`config.mk`:
```
export PLATFORM = sky130hd
export DESIGN_NAME = dcache_flat
export DESIGN_NICKNAME = d
export VERILOG_FILES = /design/src/rtl/dcache_if.sv /design/src/rtl/dcache.sv /design/src/flat_wrapper.sv
export SDC_FILE = /design/constraint.sdc
export NUM_CORES = 2
export LEC_CHECK = 0
export BUFFER_PORTS_ARGS = -buffer_cell sky130_fd_sc_hd__buf_4
export CAP_MARGIN = 20
export CORE_MARGIN = 5
export CORE_UTILIZATION = 30
export CTS_CLUSTER_DIAMETER = 200
export DETAILED_ROUTE_END_ITERATION = 12
export PLACE_DENSITY_LB_ADDON = 0.1
export SLEW_MARGIN = 15
export SYNTH_ARGS = -nofsm -noshare
export SYNTH_HDL_FRONTEND = slang
export SYNTH_SLANG_ARGS = --single-unit
```
`constraint.sdc`:
```
create_clock -name clk -period 12.6 [get_ports clk]
set_clock_uncertainty 0.15 [all_clocks]
set_input_delay 1.26 -clock clk [delete_from_list [all_inputs] [get_ports clk]]
set_output_delay 1.26 -clock clk [all_outputs]
set_load 0.01 [all_outputs]
```
`src/rtl/dcache_if.sv`:
```
// Load/store bus between the core, the data cache and word-addressed data memory.
// The cache sits on the slave modport. The core and the memory drive the master side.
interface dcache_if;
  // Core side
  logic        cpu_req;
  logic        cpu_we;
  logic [31:0] cpu_addr;
  logic [31:0] cpu_wdata;
  logic [3:0]  cpu_strb;
  logic [31:0] cpu_rdata;
  logic        cpu_stall;
  // Memory side
  logic        mem_req;
  logic        mem_we;
  logic [31:0] mem_addr;
  logic [31:0] mem_wdata;
  logic [3:0]  mem_strb;
  logic [31:0] mem_rdata;
  logic        mem_ack;

  modport slave (
    input  cpu_req, cpu_we, cpu_addr, cpu_wdata, cpu_strb, mem_rdata, mem_ack,
    output cpu_rdata, cpu_stall, mem_req, mem_we, mem_addr, mem_wdata, mem_strb
  );

  modport master (
    output cpu_req, cpu_we, cpu_addr, cpu_wdata, cpu_strb, mem_rdata, mem_ack,
    input  cpu_rdata, cpu_stall, mem_req, mem_we, mem_addr, mem_wdata, mem_strb
  );
endinterface

```
`src/rtl/dcache.sv`:
```
// Direct-mapped, write-through, no-write-allocate data cache with 4-word lines.
// Read hits are served combinationally. A read miss refills the whole line one beat
// at a time. Every store goes to memory and also updates the line if it is resident.
module dcache #(
  parameter int unsigned LINES = 16,
  parameter int unsigned WPL   = 4
) (
  input  logic        clk,
  input  logic        rst,
  dcache_if.slave     bus,
  output logic [31:0] rd_hit_cnt,
  output logic [31:0] rd_miss_cnt
);

  localparam int unsigned IW = $clog2(LINES);
  localparam int unsigned TW = 32 - 4 - IW;

  typedef enum logic [1:0] {IDLE, REFILL, WRITE} state_t;

  state_t          state;
  logic [LINES-1:0] valid;
  logic [TW-1:0]   tag_arr  [LINES];
  logic [31:0]     data_arr [LINES][WPL];
  logic [1:0]      beat;
  logic            refilled;

  logic [IW-1:0]   req_idx;
  logic [TW-1:0]   req_tag;
  logic [1:0]      req_off;
  logic            hit;
  logic [IW-1:0]   fill_idx;
  logic [TW-1:0]   fill_tag;
  logic            unused_addr_bits;

  // Split the core address. During a refill the line is located from the latched
  // mem_addr, whose index and tag bits stay fixed across all four beats.
  always_comb begin
    req_idx          = bus.cpu_addr[4+IW-1:4];
    req_tag          = bus.cpu_addr[31:4+IW];
    req_off          = bus.cpu_addr[3:2];
    hit              = valid[req_idx] && (tag_arr[req_idx] == req_tag);
    fill_idx         = bus.mem_addr[4+IW-1:4];
    fill_tag         = bus.mem_addr[31:4+IW];
    unused_addr_bits = ^bus.cpu_addr[1:0];
  end

  // Core-facing outputs: hit data and the stall condition.
  always_comb begin
    bus.cpu_rdata = data_arr[req_idx][req_off];
    bus.cpu_stall = ((state == IDLE) && bus.cpu_req && (bus.cpu_we || !hit)) ||
                    (state == REFILL) ||
                    ((state == WRITE) && !bus.mem_ack);
  end

  // Line storage. Only the valid bits are reset. A refill beat and a store merge
  // never happen in the same cycle, because a store is only taken in IDLE.
  always_ff @(posedge clk) begin
    if (state == REFILL && bus.mem_ack) begin
      data_arr[fill_idx][beat] <= bus.mem_rdata;
      if (beat == 2'd3) begin
        tag_arr[fill_idx] <= fill_tag;
      end
    end else if (state == IDLE && bus.cpu_req && bus.cpu_we && hit) begin
      for (int b = 0; b < 4; b++) begin
        if (bus.cpu_strb[b]) begin
          data_arr[req_idx][req_off][8*b +: 8] <= bus.cpu_wdata[8*b +: 8];
        end
      end
    end
  end

  // Control FSM with registered memory-side outputs, valid bits and counters.
  always_ff @(posedge clk or posedge rst) begin
    if (rst) begin
      state         <= IDLE;
      valid         <= '0;
      beat          <= 2'd0;
      refilled      <= 1'b0;
      rd_hit_cnt    <= 32'd0;
      rd_miss_cnt   <= 32'd0;
      bus.mem_req   <= 1'b0;
      bus.mem_we    <= 1'b0;
      bus.mem_addr  <= 32'd0;
      bus.mem_wdata <= 32'd0;
      bus.mem_strb  <= 4'd0;
    end else begin
      unique case (state)
        IDLE: begin
          if (bus.cpu_req) begin
            if (bus.cpu_we) begin
              bus.mem_req   <= 1'b1;
              bus.mem_we    <= 1'b1;
              bus.mem_addr  <= {bus.cpu_addr[31:2], 2'b00};
              bus.mem_wdata <= bus.cpu_wdata;
              bus.mem_strb  <= bus.cpu_strb;
              state         <= WRITE;
            end else if (hit) begin
              // The first hit after a refill is the retried miss, not a new hit.
              if (refilled) begin
                refilled <= 1'b0;
              end else begin
                rd_hit_cnt <= rd_hit_cnt + 32'd1;
              end
            end else begin
              rd_miss_cnt    <= rd_miss_cnt + 32'd1;
              valid[req_idx] <= 1'b0;
              beat           <= 2'd0;
              bus.mem_req    <= 1'b1;
              bus.mem_we     <= 1'b0;
              bus.mem_addr   <= {bus.cpu_addr[31:4], 4'b0000};
              bus.mem_strb   <= 4'hf;
              state          <= REFILL;
            end
          end
        end
        REFILL: begin
          if (bus.mem_ack) begin
            beat <= beat + 2'd1;
            if (beat == 2'd3) begin
              valid[fill_idx] <= 1'b1;
              refilled        <= 1'b1;
              bus.mem_req     <= 1'b0;
              state           <= IDLE;
            end else begin
              bus.mem_addr <= bus.mem_addr + 32'd4;
            end
          end
        end
        WRITE: begin
          if (bus.mem_ack) begin
            bus.mem_req <= 1'b0;
            bus.mem_we  <= 1'b0;
            state       <= IDLE;
          end
        end
        default: state <= IDLE;
      endcase
    end
  end

endmodule

```
`src/flat_wrapper.sv`:
```
// flat-port wrapper written by rule: the top's interface ports become plain ports
module dcache_flat 
#(
  parameter int unsigned LINES = 16,
  parameter int unsigned WPL   = 4
)
  (clk, rst, rd_hit_cnt, rd_miss_cnt, bus_cpu_req, bus_cpu_we, bus_cpu_addr, bus_cpu_wdata, bus_cpu_strb, bus_mem_rdata, bus_mem_ack, bus_cpu_rdata, bus_cpu_stall, bus_mem_req, bus_mem_we, bus_mem_addr, bus_mem_wdata, bus_mem_strb);
  dcache_if bus_i ();
  input  logic clk;
  input  logic rst;
  output logic [31:0] rd_hit_cnt;
  output logic [31:0] rd_miss_cnt;
  input wire logic [$bits(bus_i.cpu_req)-1:0] bus_cpu_req;
  input wire logic [$bits(bus_i.cpu_we)-1:0] bus_cpu_we;
  input wire logic [$bits(bus_i.cpu_addr)-1:0] bus_cpu_addr;
  input wire logic [$bits(bus_i.cpu_wdata)-1:0] bus_cpu_wdata;
  input wire logic [$bits(bus_i.cpu_strb)-1:0] bus_cpu_strb;
  input wire logic [$bits(bus_i.mem_rdata)-1:0] bus_mem_rdata;
  input wire logic [$bits(bus_i.mem_ack)-1:0] bus_mem_ack;
  output wire logic [$bits(bus_i.cpu_rdata)-1:0] bus_cpu_rdata;
  output wire logic [$bits(bus_i.cpu_stall)-1:0] bus_cpu_stall;
  output wire logic [$bits(bus_i.mem_req)-1:0] bus_mem_req;
  output wire logic [$bits(bus_i.mem_we)-1:0] bus_mem_we;
  output wire logic [$bits(bus_i.mem_addr)-1:0] bus_mem_addr;
  output wire logic [$bits(bus_i.mem_wdata)-1:0] bus_mem_wdata;
  output wire logic [$bits(bus_i.mem_strb)-1:0] bus_mem_strb;
  assign bus_i.cpu_req = bus_cpu_req;
  assign bus_i.cpu_we = bus_cpu_we;
  assign bus_i.cpu_addr = bus_cpu_addr;
  assign bus_i.cpu_wdata = bus_cpu_wdata;
  assign bus_i.cpu_strb = bus_cpu_strb;
  assign bus_i.mem_rdata = bus_mem_rdata;
  assign bus_i.mem_ack = bus_mem_ack;
  assign bus_cpu_rdata = bus_i.cpu_rdata;
  assign bus_cpu_stall = bus_i.cpu_stall;
  assign bus_mem_req = bus_i.mem_req;
  assign bus_mem_we = bus_i.mem_we;
  assign bus_mem_addr = bus_i.mem_addr;
  assign bus_mem_wdata = bus_i.mem_wdata;
  assign bus_mem_strb = bus_i.mem_strb;
  dcache #(.LINES(LINES), .WPL(WPL)) u_core (.clk(clk), .rst(rst), .bus(bus_i), .rd_hit_cnt(rd_hit_cnt), .rd_miss_cnt(rd_miss_cnt));
endmodule
```
==> results.env <==
HOLD_VIOLATIONS=0
CLK_PIN_SLEW_WORST_PATHS_NS=0.06
NUMBER_OF_GLOBAL_ROUTE_VIAS_BEFORE_REPAIR=52464
MAX_SLEW.WORST_PIN.SLEW_NS=1.303
GLOBALROUTETOTALUTIL_PCT=16.64
DPL.HPWL_MM=175.7
WORST_SETUP_PATH_START_KIND='input port'
SYNTHESIZED_CELL_AREA_UM2=102700
TIMING.HOLD.WORST.CLASS='reg2reg'
LEAKAGE_DISSIPATION_nW=37.96
SHARE_SEQ_OF_TOTAL_POWER_PCT=48.6
RSZ0062_AT_GRT='false'
FMAX_MHz=123.9
CRIT_FANOUT=64
DRT-TOTAL-WL_MM=302.3
CORE_AREA_UM2=340600
RUN_STATUS='finished clean'
ROW_COUNT=214
CTS_HOLD_BUF=0
MAXCAPVIOLATIONS=0
WORST_SETUP_PATH_END_KIND='flip-flop'
TOTAL_SWITCHING_POWER_mW=5.339
SEQCELLAREA_UM2=76860
ANTENNA_FOUND_INITIAL=26
POST-CTS-SETUP-BUFFERS=0
MULTI_INPUT_COMB_AREA_UM2=24900
CTS_MAX_PATH_BUFFERS=4
WORST_PATH_MAX_DELAY_CELL='mux2i_4'
SYNTH_ASYNC_SR_FLOP_SHARE_PCT=5.919
SWITCHING_SHARE_PCT=25.65
GLOBALPLACE.CONGESTION=0.7428
IR_DROP_mV=0.1041
DIEWIDTH_UM=595.2
POST_SYNTH_INST_COUNT=4875
YOSYSWARNINGS=0
GRT_START_MAX_NET_PINS=133
YS_DOMINANT_REG_CELL='edfxtp_1'
TIMING.MAX_SLEW.REL_SLACK_PCT=13.12
FINAL_CORE_UTILIZATION_PCT=35.24
VIA_COUNT=50407
DRT-VIAS-PER-INSTANCE=5.015
CLOCK-SINKS=2585
PRECTSSETUPSLACK_NS=3.470
FINAL_SETUP_VIOLS=0
DIE_AREA_UM2=354300
SKEW_PAIR_LATE_INSERTION_DELAY_NS=0.89
CRITICALPATHCATEGORY='in2reg'
PLACEMENT.IO_BUFFERS=267
FINAL.MIN_CLOCK_PERIOD_NS=8.071
DRT_ITER0_DRC=4131
CRITPATHMOSTFREQUENTCELL='buf_4'
NUM-FILL-CELLS=31759
POWER_DENSITY_nW_PER_UM2=173.4
SYN2LAYOUT_AREA_GROWTH_PCT=16.82
CTS_MADE_BUFFERS=300
TOTALNEGATIVESETUPSLACK_NS=0
CTS_TREE='yes'
LAYOUT.NETS=5393
REPORT.FINAL.SLEW_VIOL_COUNT=0
PWR-SHARE-COMB_PCT=11.4
DETAILED_ROUTING_ITERATION_COUNT_FOR_THE_PRE_ANTENNA_REPAIR_PASS=7
REMAINING_DRC_ERRORS=0
LAYOUT_CELL_SHARE_WITH_DRIVE_STRENGTH_BEYOND_1_PCT=30.69
POSTSYNTHAREAPERCELL_UM2=21.07
ROUTE.ANTENNA.REMAINING_NETS=0
TOP_LEVEL_PORTS=272
FINAL_MIN_PERIOD_OVER_CLOCK_PERIOD_PCT=64.06
HTREE_LEVELS=5
DRT-WIRELENGTH-PER-CELL_UM=30.08
GRT_PASS1_WL_MM=421.1
CTSRESIZECOUNT=0
WORST-ENDPOINT-REQUIRED_NS=12.95
SETUP_WS_NS=4.529
POWER.INTERNAL_mW=15.48
DIE_Y_UM=595.2
POWER_FRAC_CLOCK_PCT=40.1
CRIT_ARRIVAL_NS=8.43
CTSROOTBUFFERMASTER='clkbuf_16'
CPPEAKSTAGEDELAY_NS=0.92
FLOORPLAN.INITIALDENSITY_PCT=30.16
SEQ_AREA_FRAC_SYNTH_PCT=74.81
NETLIST-CELL-TYPE-COUNT=77
POSTSYNTHREGISTERBITS=2585
SYNTH_ENABLE_FLOP_CELLS=2432
CRIT_PATH_CELL_CHAIN='buf_8, buf_4, nor2b_1, a22oi_1, nand3_1, o2111ai_1, o31a_1, or4_1, nor4_4, buf_4, buf_4, mux2i_4, buf_4, nor2_1'
GLOBALROUTEOVERFLOWTOTAL=0
## stage by stage
stage | cell area (um^2) | total power [mW] | std cells | hold WS [ns]
floorplan | 102700 | 11.34 | 4876 | 0.3102
global placement | 110600 | 12.67 | 9505 | 0.3107
detailed placement | 110600 | 12.70 | 9508 | 0.3201
CTS | 119900 | 21.12 | 10039 | 0.3386
global route | 120000 | 21.61 | 10043 | 0.3478
finish | 120000 | 20.82 | 10052 | 0.3295
## sequential cells by signal, summed over array words and instances, names as in the netlist
signal                count
u_core.valid             16
u_core.data_arr        2048
u_core.rd_hit_cnt        32
u_core.bus.mem_req        1
u_core.beat               2
u_core.rd_miss_cnt       32
u_core.state              2
u_core.tag_arr          384
u_core.bus.mem_we         1
u_core.bus.mem_wdata     32
u_core.bus.mem_addr      30
u_core.bus.mem_strb       4
u_core.refilled           1
## power by group through the flow
stage               logic, mW  clock network, mW  registers (mW)
detailed placement       2.41                  0            10.3
CTS                      2.41               8.59            10.1
global placement         2.39                  0            10.3
floorplan                1.10                  0            10.2
finish                   2.37               8.34            10.1
global route             2.52               8.95            10.1
## cells in the mapped netlist (all sizes together), types with 27 or more instances
library cell     n  area share (%)
edfxtp        2432              71
xnor2           40            0.34
and3            44            0.27
a21oi           27            0.13
buf            130            0.68
inv             31            0.11
xor2            38            0.32
dfrtp          153             3.7
nor2           340             1.2
mux4           736              16
nand3           74            0.36
o21ai           37            0.18
nor3            38            0.19
mux2            96             1.1
clkbuf         166            0.61
mux2i           77            0.75
nand2           90            0.33
## layer usage
metal | wire length (um) | GRT usage (%)
met3 | 17160 | 3.425
met1 | 132900 | 23.03
met5 | 68 | 0
met4 | 8156 | 4.506
met2 | 144100 | 26.76
## critical path: cells and delay by family
kind,cells,cell delay [ns]
AO/OA/AOI/OAI,3,0.80
multiplexers,1,0.92
AND/OR/NAND/NOR,5,2.41
buffers and inverters,5,2.83
## logic make-up after synthesis
kind of cell             count (synthesis)  synth area share (%)
buffers and inverters                  327                 1.404
AND/OR/NAND/NOR                        719                 3.299
XOR/XNOR                                78                0.6650
multiplexers                           909                 17.94
flip-flops                            2585                 74.81
adder cells (fa/ha/maj)                 11                0.1340
other                                    1              0.003650
AO/OA/AOI/OAI                          245                 1.743
## cell type report
| cell class | instances | share of cell area [%] |
|---|---|---|
| Timing Repair Buffer | 395 | 2.612 |
| Antenna cell | 10 | 0.02085 |
| Inverter | 31 | 0.1032 |
| Clock inverter | 142 | 0.9320 |
| Tap cell | 4536 | 4.729 |
| Multi-Input combinational cell | 1964 | 20.75 |
| Clock buffer | 389 | 6.814 |
| Sequential cell | 2585 | 64.04 |
## cells in the final DEF (no fill, tap or decap), types with 29 or more instances in the layout
cell / Yosys / layout
and3_1: 44 / 44
buf_4: 7 / 381
clkbuf_1: 166 / 70
clkbuf_16: 0 / 313
clkinv_1: 0 / 62
clkinv_2: 0 / 43
dfrtp_1: 153 / 153
edfxtp_1: 2432 / 2432
inv_1: 31 / 29
mux2_2: 94 / 94
mux2i_1: 77 / 61
mux4_2: 736 / 736
nand2_1: 90 / 90
nand3_1: 74 / 73
nor2_1: 340 / 324
nor3_1: 38 / 37
o21ai_0: 37 / 37
xnor2_1: 40 / 40
xor2_1: 38 / 38
## final timing paths
check                                  startpoint                        to  slack, ns  depth (start not counted)
setup / recovery                  bus_cpu_addr[5]   u_core.data_arr[12][57]       4.53                         14
hold / removal             u_core.rd_miss_cnt[31]    u_core.rd_miss_cnt[31]       0.33                          1
setup reg to reg            u_core.tag_arr[15][4]   u_core.data_arr[12][57]       6.00                         11
hold reg to reg            u_core.rd_miss_cnt[31]    u_core.rd_miss_cnt[31]       0.33                          1
max in group asynchronous                     rst         u_core.bus.mem_we      10.59                          3
min in group asynchronous                     rst  u_core.bus.mem_wdata[30]       0.44                          2
No activity file was read; power rests on OpenSTA's default activity.
